--- src/rtl/cpu_pkg.sv ---
// Shared CPU definitions: opcodes, addressing modes, IR field positions,
// fetch-state encoding and datapath widths.
// No ports (package).
package cpu_pkg;

    // Datapath widths
    localparam int unsigned PC_W   = 16;
    localparam int unsigned IR_W   = 32;
    localparam int unsigned OPC_W  = 4;
    localparam int unsigned MM_W   = 4;
    localparam int unsigned STAT_W = 4;

    // IR field bit positions
    localparam int unsigned IR_OPC_MSB = 31;
    localparam int unsigned IR_OPC_LSB = 28;
    localparam int unsigned IR_MM_MSB  = 27;
    localparam int unsigned IR_MM_LSB  = 24;
    localparam int unsigned IR_IMM_MSB = 15;
    localparam int unsigned IR_IMM_LSB = 0;

    // Opcodes
    localparam logic [OPC_W-1:0] OP_NOOP   = 4'd0;
    localparam logic [OPC_W-1:0] OP_LOD    = 4'd1;
    localparam logic [OPC_W-1:0] OP_STR    = 4'd2;
    localparam logic [OPC_W-1:0] OP_BRA    = 4'd4;
    localparam logic [OPC_W-1:0] OP_BRR    = 4'd5;
    localparam logic [OPC_W-1:0] OP_BNE    = 4'd6;
    localparam logic [OPC_W-1:0] OP_ALU_OP = 4'd8;
    localparam logic [OPC_W-1:0] OP_HLT    = 4'd15;

    // Addressing mode: immediate
    localparam logic [MM_W-1:0] AM_IMM = 4'd8;

    // Fetch timeout: number of unacknowledged REQ cycles before ERR
    localparam int unsigned TMO_W      = 4;
    localparam int unsigned TMO_CYCLES = 15;

    typedef enum logic [1:0] {
        ST_IDLE = 2'd0,
        ST_REQ  = 2'd1,
        ST_DONE = 2'd2,
        ST_ERR  = 2'd3
    } fetch_state_t;

endpackage : cpu_pkg

--- src/rtl/fetch_unit_if.sv ---
// Fetch unit bus: controller control/status, instruction memory handshake
// and decoded instruction fields.
// Modports: master = controller/memory side, slave = fetch_unit.
interface fetch_unit_if;
    import cpu_pkg::*;

    // Controller -> fetch unit
    logic              fetch_req;
    logic              pc_write;
    logic              pc_sel;
    logic              br_sel;
    logic              pc_rst;
    logic [STAT_W-1:0] stat;

    // Instruction memory handshake
    logic [PC_W-1:0]   imem_addr;
    logic              imem_req;
    logic              imem_ack;
    logic [IR_W-1:0]   imem_rdata;

    // Fetch unit -> controller
    logic [OPC_W-1:0]  opcode;
    logic [MM_W-1:0]   mm;
    logic [PC_W-1:0]   imm;
    logic [PC_W-1:0]   pc;
    logic              ir_valid;
    logic              fetch_busy;
    logic              br_taken;
    logic              fetch_err;

    modport master (
        output fetch_req, pc_write, pc_sel, br_sel, pc_rst, stat,
        output imem_ack, imem_rdata,
        input  imem_addr, imem_req,
        input  opcode, mm, imm, pc, ir_valid, fetch_busy, br_taken, fetch_err
    );

    modport slave (
        input  fetch_req, pc_write, pc_sel, br_sel, pc_rst, stat,
        input  imem_ack, imem_rdata,
        output imem_addr, imem_req,
        output opcode, mm, imm, pc, ir_valid, fetch_busy, br_taken, fetch_err
    );

endinterface : fetch_unit_if

--- src/rtl/pc_next_calc.sv ---
// Next-PC arithmetic: sequential (PC+1), absolute (IMM) or relative (PC+IMM).
// All arithmetic is modulo 2^16; IMM is two's complement in the relative case.
// Ports:
//   i_pc        current program counter
//   i_imm       immediate field from IR
//   i_pc_sel    0 = sequential, 1 = branch target
//   i_br_sel    0 = absolute target, 1 = relative target
//   o_pc_next_c combinational next PC
module pc_next_calc
    import cpu_pkg::*;
(
    input  logic [PC_W-1:0] i_pc,
    input  logic [PC_W-1:0] i_imm,
    input  logic            i_pc_sel,
    input  logic            i_br_sel,
    output logic [PC_W-1:0] o_pc_next_c
);

    // Truncating 16-bit add gives the wrap and two's-complement behaviour for free
    always_comb begin
        o_pc_next_c = PC_W'(i_pc + PC_W'(1));
        if (i_pc_sel) begin
            o_pc_next_c = i_br_sel ? PC_W'(i_pc + i_imm) : i_imm;
        end
    end

endmodule : pc_next_calc

--- src/rtl/fetch_unit.sv ---
// Instruction fetch unit: holds PC and IR, runs the IMEM request/ack
// handshake and decodes opcode/mode/immediate and the branch-taken condition.
// Optional macro FETCH_TIMEOUT_EN: when defined, a fetch left unacknowledged
// for 15 REQ cycles moves the FSM to a sticky ERR state (FETCH_ERR=1).
// Ports:
//   i_clk  system clock, rising edge
//   i_rst  synchronous active-high reset
//   bus    fetch_unit_if.slave (controller controls, IMEM handshake,
//          decoded IR fields, PC, IR_VALID, FETCH_BUSY, BR_TAKEN, FETCH_ERR)
module fetch_unit
    import cpu_pkg::*;
(
    input  logic        i_clk,
    input  logic        i_rst,
    fetch_unit_if.slave bus
);

    fetch_state_t    r_state;
    fetch_state_t    w_state_nxt;
    logic            w_ir_load;

    logic [PC_W-1:0] r_pc;
    logic [PC_W-1:0] w_pc_calc;
    logic            w_pc_upd_en;
    logic [IR_W-1:0] r_ir;

    logic            r_imem_req;
    logic            r_fetch_busy;
    logic            r_ir_valid;
    logic            r_fetch_err;

    logic [OPC_W-1:0] w_opcode;
    logic [MM_W-1:0]  w_mm;
    logic [PC_W-1:0]  w_imm;
    logic             w_br_taken;
    logic             w_unused_ir;

`ifdef FETCH_TIMEOUT_EN
    logic [TMO_W-1:0] r_tmo_cnt;
    logic             w_tmo_hit;

    // Current cycle is the last unacknowledged REQ cycle allowed
    assign w_tmo_hit = (r_tmo_cnt == TMO_W'(TMO_CYCLES - 1));
`endif

    // IR field decode
    assign w_opcode    = r_ir[IR_OPC_MSB:IR_OPC_LSB];
    assign w_mm        = r_ir[IR_MM_MSB:IR_MM_LSB];
    assign w_imm       = r_ir[IR_IMM_MSB:IR_IMM_LSB];
    assign w_unused_ir = ^r_ir[IR_MM_LSB-1:IR_IMM_MSB+1];

    // Next-PC arithmetic
    pc_next_calc u_pc_next_calc (
        .i_pc        (r_pc),
        .i_imm       (w_imm),
        .i_pc_sel    (bus.pc_sel),
        .i_br_sel    (bus.br_sel),
        .o_pc_next_c (w_pc_calc)
    );

    // FSM state register
    always_ff @(posedge i_clk) begin
        if (i_rst) begin
            r_state <= ST_IDLE;
        end else begin
            r_state <= w_state_nxt;
        end
    end

    // FSM next-state logic
    always_comb begin
        w_state_nxt = r_state;
        w_ir_load   = 1'b0;
        case (r_state)
            ST_IDLE: begin
                if (bus.fetch_req) begin
                    w_state_nxt = ST_REQ;
                end
            end
            ST_REQ: begin
                if (bus.imem_ack) begin
                    w_state_nxt = ST_DONE;
                    w_ir_load   = 1'b1;
                end
`ifdef FETCH_TIMEOUT_EN
                else if (w_tmo_hit) begin
                    w_state_nxt = ST_ERR;
                end
`endif
            end
            ST_DONE: w_state_nxt = ST_IDLE;
            ST_ERR:  w_state_nxt = ST_ERR;
            default: w_state_nxt = ST_IDLE;
        endcase
    end

    // Registered status outputs, decoded from the state being entered
    always_ff @(posedge i_clk) begin
        if (i_rst) begin
            r_imem_req   <= 1'b0;
            r_fetch_busy <= 1'b0;
            r_ir_valid   <= 1'b0;
            r_fetch_err  <= 1'b0;
        end else begin
            r_imem_req   <= (w_state_nxt == ST_REQ);
            r_fetch_busy <= (w_state_nxt == ST_REQ) || (w_state_nxt == ST_DONE);
            r_ir_valid   <= (w_state_nxt == ST_DONE);
`ifdef FETCH_TIMEOUT_EN
            r_fetch_err  <= (w_state_nxt == ST_ERR);
`else
            r_fetch_err  <= 1'b0;
`endif
        end
    end

    // Instruction register: loads only on an acknowledged REQ cycle
    always_ff @(posedge i_clk) begin
        if (i_rst) begin
            r_ir <= '0;
        end else if (w_ir_load) begin
            r_ir <= bus.imem_rdata;
        end
    end

    // PC frozen while a request is outstanding so IMEM_ADDR stays stable
    assign w_pc_upd_en = (r_state != ST_REQ);

    always_ff @(posedge i_clk) begin
        if (i_rst) begin
            r_pc <= '0;
        end else if (w_pc_upd_en && bus.pc_rst) begin
            r_pc <= '0;
        end else if (w_pc_upd_en && bus.pc_write) begin
            r_pc <= w_pc_calc;
        end
    end

`ifdef FETCH_TIMEOUT_EN
    // Timeout counter: cleared on REQ entry, counts unacknowledged REQ cycles
    always_ff @(posedge i_clk) begin
        if (i_rst) begin
            r_tmo_cnt <= '0;
        end else if ((r_state != ST_REQ) && (w_state_nxt == ST_REQ)) begin
            r_tmo_cnt <= '0;
        end else if ((r_state == ST_REQ) && !bus.imem_ack) begin
            r_tmo_cnt <= TMO_W'(r_tmo_cnt + TMO_W'(1));
        end
    end
`endif

    // Branch condition from current IR and ALU status
    always_comb begin
        w_br_taken = 1'b0;
        case (w_opcode)
            OP_BRA, OP_BRR: w_br_taken = 1'b1;
            OP_BNE:         w_br_taken = |(bus.stat & w_mm);
            default:        w_br_taken = 1'b0;
        endcase
    end

    assign bus.imem_addr  = r_pc;
    assign bus.pc         = r_pc;
    assign bus.imem_req   = r_imem_req;
    assign bus.fetch_busy = r_fetch_busy;
    assign bus.ir_valid   = r_ir_valid;
    assign bus.fetch_err  = r_fetch_err;
    assign bus.opcode     = w_opcode;
    assign bus.mm         = w_mm;
    assign bus.imm        = w_imm;
    assign bus.br_taken   = w_br_taken;

endmodule : fetch_unit
--- src/flat_wrapper.sv ---
// flat-port wrapper written by rule: the top's interface ports become plain ports
module fetch_unit_flat import cpu_pkg::*;
  (i_clk, i_rst, bus_fetch_req, bus_pc_write, bus_pc_sel, bus_br_sel, bus_pc_rst, bus_stat, bus_imem_ack, bus_imem_rdata, bus_imem_addr, bus_imem_req, bus_opcode, bus_mm, bus_imm, bus_pc, bus_ir_valid, bus_fetch_busy, bus_br_taken, bus_fetch_err);
  fetch_unit_if bus_i ();
  input  logic i_clk;
  input  logic i_rst;
  input wire logic [$bits(bus_i.fetch_req)-1:0] bus_fetch_req;
  input wire logic [$bits(bus_i.pc_write)-1:0] bus_pc_write;
  input wire logic [$bits(bus_i.pc_sel)-1:0] bus_pc_sel;
  input wire logic [$bits(bus_i.br_sel)-1:0] bus_br_sel;
  input wire logic [$bits(bus_i.pc_rst)-1:0] bus_pc_rst;
  input wire logic [$bits(bus_i.stat)-1:0] bus_stat;
  input wire logic [$bits(bus_i.imem_ack)-1:0] bus_imem_ack;
  input wire logic [$bits(bus_i.imem_rdata)-1:0] bus_imem_rdata;
  output wire logic [$bits(bus_i.imem_addr)-1:0] bus_imem_addr;
  output wire logic [$bits(bus_i.imem_req)-1:0] bus_imem_req;
  output wire logic [$bits(bus_i.opcode)-1:0] bus_opcode;
  output wire logic [$bits(bus_i.mm)-1:0] bus_mm;
  output wire logic [$bits(bus_i.imm)-1:0] bus_imm;
  output wire logic [$bits(bus_i.pc)-1:0] bus_pc;
  output wire logic [$bits(bus_i.ir_valid)-1:0] bus_ir_valid;
  output wire logic [$bits(bus_i.fetch_busy)-1:0] bus_fetch_busy;
  output wire logic [$bits(bus_i.br_taken)-1:0] bus_br_taken;
  output wire logic [$bits(bus_i.fetch_err)-1:0] bus_fetch_err;
  assign bus_i.fetch_req = bus_fetch_req;
  assign bus_i.pc_write = bus_pc_write;
  assign bus_i.pc_sel = bus_pc_sel;
  assign bus_i.br_sel = bus_br_sel;
  assign bus_i.pc_rst = bus_pc_rst;
  assign bus_i.stat = bus_stat;
  assign bus_i.imem_ack = bus_imem_ack;
  assign bus_i.imem_rdata = bus_imem_rdata;
  assign bus_imem_addr = bus_i.imem_addr;
  assign bus_imem_req = bus_i.imem_req;
  assign bus_opcode = bus_i.opcode;
  assign bus_mm = bus_i.mm;
  assign bus_imm = bus_i.imm;
  assign bus_pc = bus_i.pc;
  assign bus_ir_valid = bus_i.ir_valid;
  assign bus_fetch_busy = bus_i.fetch_busy;
  assign bus_br_taken = bus_i.br_taken;
  assign bus_fetch_err = bus_i.fetch_err;
  fetch_unit u_core (.i_clk(i_clk), .i_rst(i_rst), .bus(bus_i));
endmodule
--- config.mk ---
export PLATFORM = sky130hd
export DESIGN_NAME = fetch_unit_flat
export DESIGN_NICKNAME = d
export VERILOG_FILES = /design/src/rtl/cpu_pkg.sv /design/src/rtl/fetch_unit_if.sv /design/src/rtl/pc_next_calc.sv /design/src/rtl/fetch_unit.sv /design/src/flat_wrapper.sv
export SDC_FILE = /design/constraint.sdc
export NUM_CORES = 1
export LEC_CHECK = 0
export ABC_CLOCK_PERIOD_IN_PS = 2400
export CAP_MARGIN = 20
export CORE_ASPECT_RATIO = 2
export CORE_MARGIN = 1
export CORE_UTILIZATION = 31
export DETAILED_ROUTE_END_ITERATION = 10
export GPL_TIMING_DRIVEN = 0
export SETUP_SLACK_MARGIN = 0.4
export SLEW_MARGIN = 20
export SYNTH_ARGS = -nofsm -noshare
export SYNTH_HDL_FRONTEND = slang
export SYNTH_SLANG_ARGS = --single-unit
export TNS_END_PERCENT = 100
--- constraint.sdc ---
create_clock -name i_clk -period 2.4 [get_ports i_clk]
set_clock_uncertainty 0.1 [all_clocks]
set_input_delay 0.48 -clock i_clk [delete_from_list [all_inputs] [get_ports i_clk]]
set_output_delay 0.48 -clock i_clk [all_outputs]
set_load 0.02 [all_outputs]
# Word-level counts from Yosys, hierarchy flattened

Index checks and enable logic that the tools add are counted.

Register bits: 53
Input bits: 44
Word-level logic and storage cells: 33

Add/subtract/negate cells: 2
Equality and inequality tests: 9
Multiplexer cells: 8
Bitwise logic cells: 1
Reductions and logical operators: 7

Operators by type and width:

| kind                    | number |
|---|---|
| $mux W16                | 2 |
| $add A16 B1 Y16 const B | 1 |
| $add A16 B16 Y16        | 1 |
| $eq A4 B3 Y1 const B    | 3 |
| $pmux W2 S4             | 1 |
| $eq A2 B2 Y1 const B    | 3 |
| $and A4 B4 Y4           | 1 |
| $eq A2 B1 Y1 const B    | 2 |
| $mux W2                 | 2 |
| $reduce_or A2 Y1        | 2 |
| $reduce_or A4 Y1        | 1 |
| $logic_and A1 B1 Y1     | 2 |
| $logic_not A2 Y1        | 1 |
| $mux W1                 | 2 |
| $ne A2 B1 Y1 const B    | 1 |
| $pmux W1 S2             | 1 |
| $logic_or A1 B1 Y1      | 1 |

# Depth between registers and ports, before layout

Gate-level depths: netlist (run 1).

Depth after elaboration: 4
Mapped depth: 8
Gate-level depth less buffers: 8

# Cells and area by module

Synthesis (run 1) repeated with hierarchy kept, for this count alone.

Cells, all modules: 397
Area, all modules: 3,017.9 um^2

Modules (own cells, without submodules):

| module       | times used | cells each | area each (um^2) | seq. area each (um^2) |
|---|---|---|---|---|
| fetch_unit   | 1          | 221        | 1,809.2          | 900.9 |
| pc_next_calc | 1          | 176        | 1,208.7          | 0.0 |

# Least setup slack after synthesis (run 1)

OpenSTA, ideal clock, no wires.

Kind: register to register
Start: reg u_core.r_pc[0] (netlist: u_core.bus.imem_addr[0])
End: reg u_core.r_pc[8] (netlist: u_core.bus.imem_addr[8])
Setup time: 0.122 ns
Arrival time: 2.258 ns
Required time: 2.178 ns
Slack: -0.080 ns
Cell stages (with the launch flop): 9
Buffers on the path: 0
Clock period less this slack: 2.480 ns
Cells stage by stage: dfxtp_1 -> ha_1 -> fa_1 -> a21o_2 -> a311o_1 -> o2111ai_2 -> nand2b_1 -> xor2_1 -> o311a_1

Cells in the longest elaborated chain, start to end: 3
Elaborated cells between the ends (all ways): 4

RTL lines:

| item                   | RTL line           | text |
|---|---|---|
| from (decl)            | fetch_unit.sv:22   | `logic [PC_W-1:0] r_pc;` |
| from (signal assigned) | fetch_unit.sv:134  | `r_pc <= w_pc_calc;` |
| $add A16 B16 Y16       | pc_next_calc.sv:23 | `o_pc_next_c = i_br_sel ? PC_W'(i_pc + i_imm) : i_imm;` |
| $mux W16               | pc_next_calc.sv:23 |  |
| $mux W16 *             | pc_next_calc.sv:22 | `if (i_pc_sel) begin` |

Every way passes the cells marked *; elsewhere a longest branch is shown, timed or not.
A chain may end at the register's enable or synchronous reset.

# Final worst setup path (run 1)

Start: reg u_core.r_ir[0]
End: reg u_core.r_pc[8] (netlist: u_core.bus.imem_addr[8])

Cells in the longest elaborated chain, start to end: 3

RTL lines:

| item                   | RTL line           | text |
|---|---|---|
| from (decl)            | fetch_unit.sv:25   | `logic [IR_W-1:0] r_ir;` |
| from (signal assigned) | fetch_unit.sv:121  | `r_ir <= bus.imem_rdata;` |
| $add A16 B16 Y16       | pc_next_calc.sv:23 |  |
| $mux W16               | pc_next_calc.sv:23 |  |
| $mux W16               | pc_next_calc.sv:22 |  |

Every way passes these cells.

==> results by group, run 1 <==
Outcome
  • Status: completed

Cells and area
  • Fin cells: 658
  • Syn-to-layout area delta: 55.64%
  • Layout cells sized above 1: 24.14%
  • Fill cell count: 945
  • # nets final: 588
  • Finished layout cell area: 4882 um^2
  • Number of diodes: 0
  • Area occupied by multi-input gates: 2163 um^2
  • Commonest non-fill, non-tap cell in the layout: clkdlybuf4s50_1
  • Most frequent cells in the layout: 69 x clkdlybuf4s50_1, 65 x nand2_1, 40 x a21oi_1, 33 x buf_4
  • FF+latch area: 962.2 um^2

Synthesis
  • Main synth FF type: dfxtp_1
  • Async set-reset flop share out of synthesis: 0%
  • Syn Nets: 470
  • Register area share after synthesis: 28.72%
  • Synth Cell Area: 3137 um^2
  • Post-synth cell types: 68
  • Syn avg cell area: 7.707 um^2
  • Flops & latches, synth: 45
  • Syn Inst Count: 407
  • Syn. warnings: 0
  • Post-synth EDFFs: 0

Global route
  • Gr usage total: 21.43%
  • GRT overflow: 0
  • Initial antenna violation count: 0
  • Largest net degree at the start of global routing: 15
  • First-pass GRT wire length: 17.17 mm
  • Vias in the first global route: 3519

Clock tree
  • Root Driver: clkbuf_16
  • CTS tree: yes
  • Bufs on Longest Clock Path: 2
  • CTS Buf Count: 5
  • Hold-fix buffers, CTS: 0
  • Clock Latency Late Sink: 0.29 ns
  • Worst-path clk slew: 0.06 ns
  • Clk sink count: 45
  • Htree depth: 2

Drt
  • Routed wire per std cell: 16.78 um
  • Via density: 5.302
  • Number of iterations in the first detailed-routing pass: 4
  • Initial detailed-routing violation count: 197
  • DRT antenna net count: 0
  • Final wirelength: 11.04 mm
  • Vias: 3489
  • DRC errors left: 0

Critical path
  • Critical path, cell by cell: ha_4, fa_2, a21o_4, a311o_1, o2111ai_4, nand2b_1, xor2_1, o311a_1
  • Crit Path Max Fanout: 5
  • Data arrival time at the worst-slack endpoint: 2.38 ns
  • CP Data Required Time: 2.48 ns
  • Crit path kind: flip-flop to flip-flop
  • Critical-path top delay cell: dfxtp_4
  • Startpoint types: flip-flop
  • Crit end category: flip-flop
  • Worst stage delay on the critical path: 0.36 ns

Place
  • Port buffer count: 94
  • Area post-placement: 4319 um^2
  • Placed Cells: 633
  • GPL Wtd Cong: 0.8889
  • Final HPWL DP: 8.360 mm

Power
  • Combinational power share: 23.0%
  • Net Sw Frac: 28.83%
  • P per Cell Area: 416.1 nW/um^2
  • Pint: 0.001446 W
  • Clock share of power: 37.3%
  • Lkg Pwr: 2.148 nW
  • Sw Pwr: 0.0005856 W
  • Max VDD drop: 0.3559 mV
  • Reg power frac: 39.7%

Floorplanning
  • Effective utilization at floorplan: 32.13%
  • IO Count: 105
  • Core area: 9763 um^2
  • Die ar.: 10550 um^2
  • Die Span Y: 144.3 um
  • Die width: 73.13 um
  • FP Rows: 51

STA
  • Min Tclk post-route: 2.300 ns
  • Final Hold Viols: 0
  • Worst Tran Pin Value: 0.6575 ns
  • Crit share post-route: 95.83%
  • Endpoints failing setup: 0
  • Max_slew headroom: 56.17%
  • Highest Clock Rate: 434.8 MHz
  • RSZ-0062 raised after global routing: true
  • Max Transition Viols Final: 0

Run
  • Max cap viols: 0

Hold path
  • Min-Delay Path Class: flip-flop to flip-flop
## stage by stage
stage	hold WS [ns]	total power, W	setup TNS, ns	util (%)	setup WS, ns
after floorplan	0.4031	0.001062	0	-	0.1663
after global placement	0.3632	0.001253	-1.188	44.24	-0.3505
after detailed placement	0.3653	0.001259	-1.490	44.24	-0.3898
after CTS	0.3781	0.002047	0	48.58	0.07255
after global routing	0.3856	0.002125	0	50.01	0.02688
final	0.3701	0.002031	0	50.01	0.1001
## cells in the mapped netlist (3+ instances only)
cell	n	area share, %
a21o_2	3	0.84
nand3_1	21	3.4
a21oi_1	45	7.2
xor2_1	4	1.1
inv_1	8	0.96
a31oi_1	11	2.2
o2111ai_1	3	0.84
o311ai_0	3	0.84
nor4_1	4	0.80
nand2_1	66	7.9
ha_1	18	7.2
nand4_1	4	0.80
nor2_1	18	2.2
mux2i_1	4	1.3
dfxtp_1	45	29
nand2b_1	3	0.60
clkbuf_1	17	2.0
xnor2_1	5	1.4
buf_4	17	4.1
o21ai_0	21	3.4
o211ai_1	3	0.72
or3_1	4	0.80
clkbuf_8	3	1.3
a21o_1	4	0.96
o21ai_1	3	0.48
nor3_1	8	1.3
nor2b_1	7	1.4
## state kept, by name, indices dropped and copies added (netlist names)
register and count:
u_core.r_ir 24, u_core.bus.imem_addr 16, u_core.r_state 2, u_core.bus.fetch_busy 1, u_core.bus.imem_req 1, u_core.bus.ir_valid 1
## power by group through the flow
stage	sequential, W	combinational (W)	clock [W]
final	0.000807	0.000467	0.000757
after CTS	0.000807	0.000459	0.000780
after global routing	0.000812	0.000503	0.000810
after global placement	0.000832	0.000420	0
after detailed placement	0.000833	0.000426	0
after floorplan	0.000856	0.000206	0
## worst max-delay path: cells and delay by family (launching register included)
kind	cells	cell delay, ns
AND/OR/NAND/NOR	1	0.11
flip-flops	1	0.36
XOR/XNOR	1	0.15
AO/OA/AOI/OAI	4	0.96
adder cells (fa/ha/maj)	2	0.51
## metal layers
| metal | global-route usage (%) | share of wire (%) | wire [um] |
|---|---|---|---|
| met1 | 20.58 | 35 | 3875 |
| met3 | 3.136 | 3.9 | 429 |
| met5 | 0 | 0 | 0 |
| met4 | 12.90 | 4.0 | 439 |
| met2 | 41.18 | 57 | 6293 |
## final timing paths
check / endpoint / startpoint / slack [ns] / depth (start not counted)
max reg2reg: u_core.bus.imem_addr[8] / u_core.r_ir[0] / 0.10 / 8
min: u_core.r_ir[26] / u_core.r_ir[26] / 0.37 / 2
min reg2reg: u_core.r_ir[26] / u_core.r_ir[26] / 0.37 / 2
max: u_core.bus.imem_addr[8] / u_core.r_ir[0] / 0.10 / 8
## area by class of cell
| type | count | share of cell area, % |
|---|---|---|
| repair buffers | 111 | 22.91 |
| well taps | 132 | 3.383 |
| plain buffers | 41 | 5.741 |
| clock buffers | 7 | 3.152 |
| clock inverters | 1 | 0.1794 |
| multi-input cells | 313 | 44.31 |
| inverters | 8 | 0.6151 |
| flip-flops and latches | 45 | 19.71 |
## what timing repair did
action	in CTS	in global routing
setup buffers	15	2
gates resized for setup	51	49
pin swaps	24	20
setup endpoints to repair	29	51
## cells by family (layout without fill, tap and decap cells)
kind of cell	after synthesis	after routing	synth area share (%)
other cells	1	1	0.1196
flops	45	45	28.72
simple gates	149	149	22.54
fa+ha+maj	19	19	7.818
compound gates	129	129	26.93
xor+xnor	9	9	2.513
mux	6	6	1.994
buf+inv	49	168	9.373
(Power assumes the default switching activity.)
==> run 2: changes to the inputs <==
==> constraint.sdc (replaced) <==
create_clock -name i_clk -period 2.4 [get_ports i_clk]
set_clock_uncertainty 0.1 [all_clocks]
set_input_delay 0.48 -clock i_clk [delete_from_list [all_inputs] [get_ports i_clk]]
set_output_delay 0.48 -clock i_clk [all_outputs]
set_load 0.01 [all_outputs]
==> run 2 against run 1 <==
Total power is 2.9% lower. Global-route usage is 0.40 points lower. Flip-flop and latch count stayed put. Critical path depth stayed put. Final area is 3.1% lower. Utilization is 1.5 points lower. Via count is 0.23% lower. Worst setup slack worse by 0.031 ns.
==> results by group, run 2 (synthesis results as in run 1) <==
Outcome
  • Status: completed

Place
  • Port buffer count: 94 (unchanged)
  • Final HPWL DP: 8.320 mm (-0.48%)
  • GPL Wtd Cong: 0.8820 (-0.78%)

Floorplanning
  • Die ar.: 10550 um^2 (unchanged)
  • Die width: 73.13 um (unchanged)
  • IO Count: 105 (unchanged)
  • Die Span Y: 144.3 um (unchanged)
  • FP Rows: 51 (unchanged)
  • Core area: 9763 um^2 (unchanged)
  • Effective utilization at floorplan: 32.13% (unchanged)

Cells and area
  • Biggest register: u_core.r_ir
  • Commonest non-fill, non-tap cell in the layout: clkdlybuf4s50_1
  • Syn-to-layout area delta: 50.86%
  • Fill cell count: 971 (+2.8%)
  • FF+latch area: 957.2 um^2 (-0.52%)
  • Max FFs per register: 24 (unchanged)
  • # nets final: 584 (-0.68%)
  • Area occupied by multi-input gates: 2097 um^2 (-3.1%)
  • Number of diodes: 0 (unchanged)
  • Most frequent cells in the layout: 86 x clkdlybuf4s50_1, 65 x nand2_1, 40 x a21oi_1, 30 x buf_4
  • Layout cells sized above 1: 22.22% (-1.9 points)

Drt
  • M1 wire length: 3.954 mm (+2.0%)
  • DRC errors left: 0 (unchanged)
  • DRT antenna net count: 0 (unchanged)
  • Routed wire per std cell: 16.48 um (-1.8%)
  • Met2 routed WL: 5.950 mm (-5.5%)
  • Final wirelength: 10.78 mm (-2.4%)
  • Number of iterations in the first detailed-routing pass: 4 (unchanged)
  • Vias: 3481 (-0.23%)
  • Initial detailed-routing violation count: 332 (+69%)
  • Via density: 5.323 (+0.38%)
  • Max Used Layer: met4
  • Routed length on met3: 447 um (+4.2%)

Hold path
  • Worst hold start: u_core.r_ir[27]
  • WHS Endpoint: u_core.r_ir[27]
  • Min-Delay Path Class: flip-flop to flip-flop
  • Hold Crit Depth: 2 (unchanged)

STA
  • Final Hold Viols: 0 (unchanged)
  • Hold_ws: 0.3705 ns (+0.0003610 ns)
  • Max Transition Viols Final: 0 (unchanged)
  • Endpoints failing setup: 0 (unchanged)
  • Highest Clock Rate: 429.1 MHz (-1.3%)
  • Crit share post-route: 97.10% (+1.3 points)
  • Min Tclk post-route: 2.330 ns (+0.03056 ns)
  • Setup Total Neg Slack: 0 ns (unchanged)
  • RSZ-0062 raised after global routing: true
  • Worst Tran Pin Value: 0.6515 ns (-0.005953 ns)
  • Max_slew headroom: 56.57% (+0.40 points)

Clock tree
  • CTS Buf Count: 5 (unchanged)
  • Clock Latency Late Sink: 0.30 ns (about the same)
  • Bufs on Longest Clock Path: 2 (unchanged)
  • Htree depth: 2 (unchanged)
  • CTS tree: yes
  • Hold-fix buffers, CTS: 0 (unchanged)
  • Root Driver: clkbuf_16
  • Clk sink count: 45 (unchanged)
  • Worst-path clk slew: 0.07 ns (about the same)

Critical path
  • Reg2Reg Depth: 8 (unchanged)
  • Data arrival time at the worst-slack endpoint: 2.41 ns (+0.03 ns)
  • Startpoint types: flip-flop
  • Worst stage delay on the critical path: 0.36 ns (about the same)
  • Crit end category: flip-flop
  • Critical path, cell by cell: ha_4, fa_2, a21o_4, a311o_1, o2111ai_4, nand2b_1, xor2_1, o311a_1
  • R2R Path Start: u_core.r_ir[0]
  • R2r setup slk: 0.07 ns (-0.03 ns)
  • Critical Path Stages: 8 (unchanged)
  • Crit path kind: flip-flop to flip-flop
  • Crit Path Max Fanout: 5 (unchanged)
  • CP Data Required Time: 2.48 ns (about the same)
  • Cell family with most CP delay: compound AO/OA/AOI/OAI gates
  • Critical R2R Capture: u_core.bus.imem_addr[8]
  • Critical-path top delay cell: dfxtp_4
  • Buffers and inverters on the worst path: 0 (unchanged)

Global route
  • Vias in the first global route: 3471 (-1.4%)
  • Initial antenna violation count: 0 (unchanged)
  • Gr usage total: 21.02% (-0.40 points)
  • First-pass GRT wire length: 16.93 mm (-1.4%)
  • Largest net degree at the start of global routing: 18 (+3)
  • GRT overflow: 0 (unchanged)

Power
  • Max VDD drop: 0.3371 mV (-5.3%)
  • P per Cell Area: 417.0 nW/um^2 (+0.22%)
  • Final Power: 0.001973 W (-2.9%)
  • Lkg Pwr: 1.861 nW (-13%)

Run
  • Max cap viols: 0 (unchanged)
run 2: cell types whose count changed in the layout (fill, tap and decap cells not counted), moves of 2 or more:
cell and change:
clkdlybuf4s50_1 +17, dlymetal6s2s_1 -13, dlygate4sd2_1 -4, ha_4 -4, buf_4 -3, buf_6 -2
dfxtp_1 +2, ha_1 +2, ha_2 +2, inv_6 +2
run 2: through the flow:
stage	worst slack, ns	instances	utilization, %	instance area, um^2
floorplan	0.1309	407	-	3168
global placement	-0.3195	633	43.78	4274
detailed placement	-0.3178	633	43.78	4274
CTS	0.01699	651	47.66	4653
global route	0.04630	654	48.47	4732
finish	0.06954	654	48.47	4732
run 2: area by class of cell:
cell class              instances  share of cell area (%)
clock inverters                 3                  0.6081
repair buffers                107                   22.21
clock buffers                   5                   2.644
plain buffers                  41                   5.870
multi-input cells             313                   44.32
flip-flops and latches         45                   20.23
inverters                       8                  0.6346
well taps                     132                   3.490
run 2: worst reg2reg max path, delay by kind of cell, from the launching register on:
kind / cells / cell delay [ns]
flops: 1 / 0.36
compound gates: 4 / 0.99
fa+ha+maj: 2 / 0.50
simple gates: 1 / 0.11
xor+xnor: 1 / 0.15
run 2: worst max path at each step:
stage | start | end
2_1_floorplan | u_core.bus.imem_addr[0] | u_core.bus.imem_addr[8]
3_3_place_gp | bus_stat[2] | bus_br_taken
3_5_place_dp | bus_stat[2] | bus_br_taken
4_1_cts | u_core.r_ir[0] | u_core.bus.imem_addr[8]
5_1_grt | u_core.r_ir[0] | u_core.bus.imem_addr[8]
6_report | u_core.r_ir[0] | u_core.bus.imem_addr[8]
run 2: per-layer routing:
layer,vias to the layer above,track usage (%)
met4,0,10.63
met5,-,0
met1,1618,20.54
met2,125,41.28
li1,1708,-
met3,30,2.648
run 2: report_power, final:
part | switching [W] | internal [W]
clock network | 0.000339 | 0.000402
registers | 0.0000369 | 0.000771
logic | 0.000210 | 0.000215
run 2: timing repair:
| item | 4_1_cts | 5_1_grt |
|---|---|---|
| resized for setup | 49 | 31 |
| setup buffers | 10 | 3 |
| endpoints found under the setup margin | 31 | 46 |
| endpoints found under the hold margin | 0 | 0 |
| pin swaps | 20 | 17 |
==> run 3: changes to the inputs <==
--- a/config.mk
+++ b/config.mk
@@ -12,6 +12,7 @@
 export CORE_UTILIZATION = 31
 export DETAILED_ROUTE_END_ITERATION = 10
 export GPL_TIMING_DRIVEN = 0
+export RECOVER_POWER = 50
 export SETUP_SLACK_MARGIN = 0.4
 export SLEW_MARGIN = 20
 export SYNTH_ARGS = -nofsm -noshare
==> run 3 against run 2 <==
Worst setup slack lost 0.018 ns. Final area shrank 0.29%. Global-route usage is the same. Sequential power is essentially flat. Routed wire length grew 0.70%. Final cell count is the same. Critical endpoint unchanged. Combinational power shrank 2%. Largest power group unchanged. Utilization shrank 0.14 points.
==> results by group, run 3 (synthesis results as in run 1) <==
STA
  • Highest Clock Rate: 425.9 MHz (-0.76%)
  • Max Transition Viols Final: 0 (unchanged)
  • Hold_ws: 0.3683 ns (-0.002126 ns)
  • Worst Tran Pin Value: 0.6535 ns (+0.001986 ns)
  • Endpoints failing setup: 0 (unchanged)
  • Crit share post-route: 97.84% (+0.74 points)
  • RSZ-0062 raised after global routing: true
  • Final Hold Viols: 0 (unchanged)
  • Min Tclk post-route: 2.348 ns (+0.01774 ns)
  • Max_slew headroom: 56.43% (-0.13 points)

Cells and area
  • Fill cell count: 971 (unchanged)
  • Number of diodes: 0 (unchanged)
  • FF+latch area: 949.7 um^2 (-0.78%)
  • Syn-to-layout area delta: 50.42%
  • Finished layout cell area: 4718 um^2 (-0.29%)
  • Layout cells sized above 1: 21.26% (-0.96 points)
  • Biggest register: u_core.r_ir
  • Most frequent cells in the layout: 65 x nand2_1, 51 x clkdlybuf4s50_1, 40 x a21oi_1, 35 x dlygate4sd3_1, 30 x buf_4
  • Max FFs per register: 24 (unchanged)
  • Commonest non-fill, non-tap cell in the layout: nand2_1
  • Fin cells: 654 (unchanged)
  • Area occupied by multi-input gates: 2093 um^2 (-0.18%)
  • Final core occ: 48.33% (-0.14 points)
  • # nets final: 584 (unchanged)

Clock tree
  • Clock Latency Late Sink: 0.30 ns (about the same)
  • Clk sink count: 45 (unchanged)
  • Hold-fix buffers, CTS: 0 (unchanged)
  • CTS Buf Count: 5 (unchanged)
  • Worst-path clk slew: 0.07 ns (about the same)
  • Htree depth: 2 (unchanged)
  • Bufs on Longest Clock Path: 2 (unchanged)
  • CTS tree: yes
  • Root Driver: clkbuf_16

Critical path
  • Crit Path Max Fanout: 5 (unchanged)
  • Data arrival time at the worst-slack endpoint: 2.43 ns (+0.02 ns)
  • Crit end category: flip-flop
  • Worst stage delay on the critical path: 0.36 ns (about the same)
  • Critical path, cell by cell: ha_4, fa_2, a21o_4, a311o_1, o2111ai_4, nand2b_1, xor2_1, o311a_1
  • Critical-path top delay cell: dfxtp_4
  • Buffers and inverters on the worst path: 0 (unchanged)
  • Crit path kind: flip-flop to flip-flop
  • CP Data Required Time: 2.48 ns (about the same)
  • Cell family with most CP delay: compound AO/OA/AOI/OAI gates
  • Startpoint types: flip-flop

Drt
  • Number of iterations in the first detailed-routing pass: 5 (+1)
  • Vias: 3558 (+2.2%)
  • Final wirelength: 10.85 mm (+0.70%)
  • Via density: 5.440 (+2.2%)
  • DRT antenna net count: 0 (unchanged)
  • Initial detailed-routing violation count: 308 (-7.2%)
  • Routed wire per std cell: 16.59 um (+0.70%)
  • DRC errors left: 0 (unchanged)

Global route
  • Initial antenna violation count: 0 (unchanged)
  • GRT overflow: 0 (unchanged)
  • Gr usage total: 21.02% (unchanged)
  • Largest net degree at the start of global routing: 18 (unchanged)
  • First-pass GRT wire length: 16.93 mm (unchanged)
  • Vias in the first global route: 3471 (unchanged)

Place
  • GPL Wtd Cong: 0.8820 (unchanged)
  • Area post-placement: 4274 um^2 (unchanged)
  • Placed Cells: 633 (unchanged)
  • Port buffer count: 94 (unchanged)
  • Final HPWL DP: 8.320 mm (unchanged)

Outcome
  • Status: completed

Floorplanning
  • Effective utilization at floorplan: 32.13% (unchanged)
  • IO Count: 105 (unchanged)
  • Die width: 73.13 um (unchanged)
  • FP Rows: 51 (unchanged)
  • Die Span Y: 144.3 um (unchanged)
  • Die ar.: 10550 um^2 (unchanged)
  • Core area: 9763 um^2 (unchanged)

Power
  • Lkg Pwr: 1.959 nW (+5.3%)
  • Final Power: 0.001966 W (-0.39%)
  • Max VDD drop: 0.3359 mV (-0.33%)
  • P per Cell Area: 416.6 nW/um^2 (-0.10%)

Hold path
  • Min-Delay Path Class: flip-flop to flip-flop

Run
  • Max cap viols: 0 (unchanged)
## run 3: cell type report
cell class | count | area share (%)
multi-input cells | 313 | 44.36
repair buffers | 107 | 22.28
flip-flops and latches | 45 | 20.13
plain buffers | 41 | 5.834
well taps | 132 | 3.500
clock buffers | 5 | 2.652
inverters | 8 | 0.6364
clock inverters | 3 | 0.6099
## run 3: worst min-delay path, delay by kind of cell, from the launching register on
kind	cells	cell delay, ns
flops	1	0.33
simple gates	1	0.05
compound gates	1	0.05
## run 3: routing by layer
metal  wire length [um]  up-vias  share of wire (%)  global-route usage [%]
li1                   -     1708                  -                       -
met1               3916     1640                 36                   20.54
met2               5931      166                 55                   41.28
met3                547       44                5.0                   2.648
met4                458        0                4.2                   10.63
met5                  0        -                  0                       0
## run 3: path summary, 6_finish.rpt
| kind | startpoint | endpoint | slack [ns] | depth (start not counted) |
|---|---|---|---|---|
| hold / removal | u_core.r_ir[27] | u_core.r_ir[27] | 0.37 | 2 |
| setup / recovery | u_core.r_ir[0] | u_core.bus.imem_addr[8] | 0.05 | 8 |
| setup reg to reg | u_core.r_ir[0] | u_core.bus.imem_addr[8] | 0.05 | 8 |
| hold reg to reg | u_core.r_ir[27] | u_core.r_ir[27] | 0.37 | 2 |
## run 3: power by group
| part | switching, W | total (W) | internal, W |
|---|---|---|---|
| Clock | 0.000341 | 0.000742 | 0.000402 |
| Sequential | 0.0000357 | 0.000807 | 0.000772 |
| Combinational | 0.000210 | 0.000416 | 0.000206 |
| Total | 0.000587 | 0.00197 | 0.00138 |
## run 3: timing repair
item,CTS,global route
gates resized for setup,49,31
endpoints found under the setup margin,31,46
buffers inserted,10,3
pin swaps,20,17
## run 3: stage by stage
step	setup TNS, ns	setup slack (ns)
final	0	0.05180
after global routing	0	0.04602
after CTS	0	0.01699
after detailed placement	-0.9450	-0.3178
after global placement	-0.9248	-0.3195
after floorplan	0	0.1309
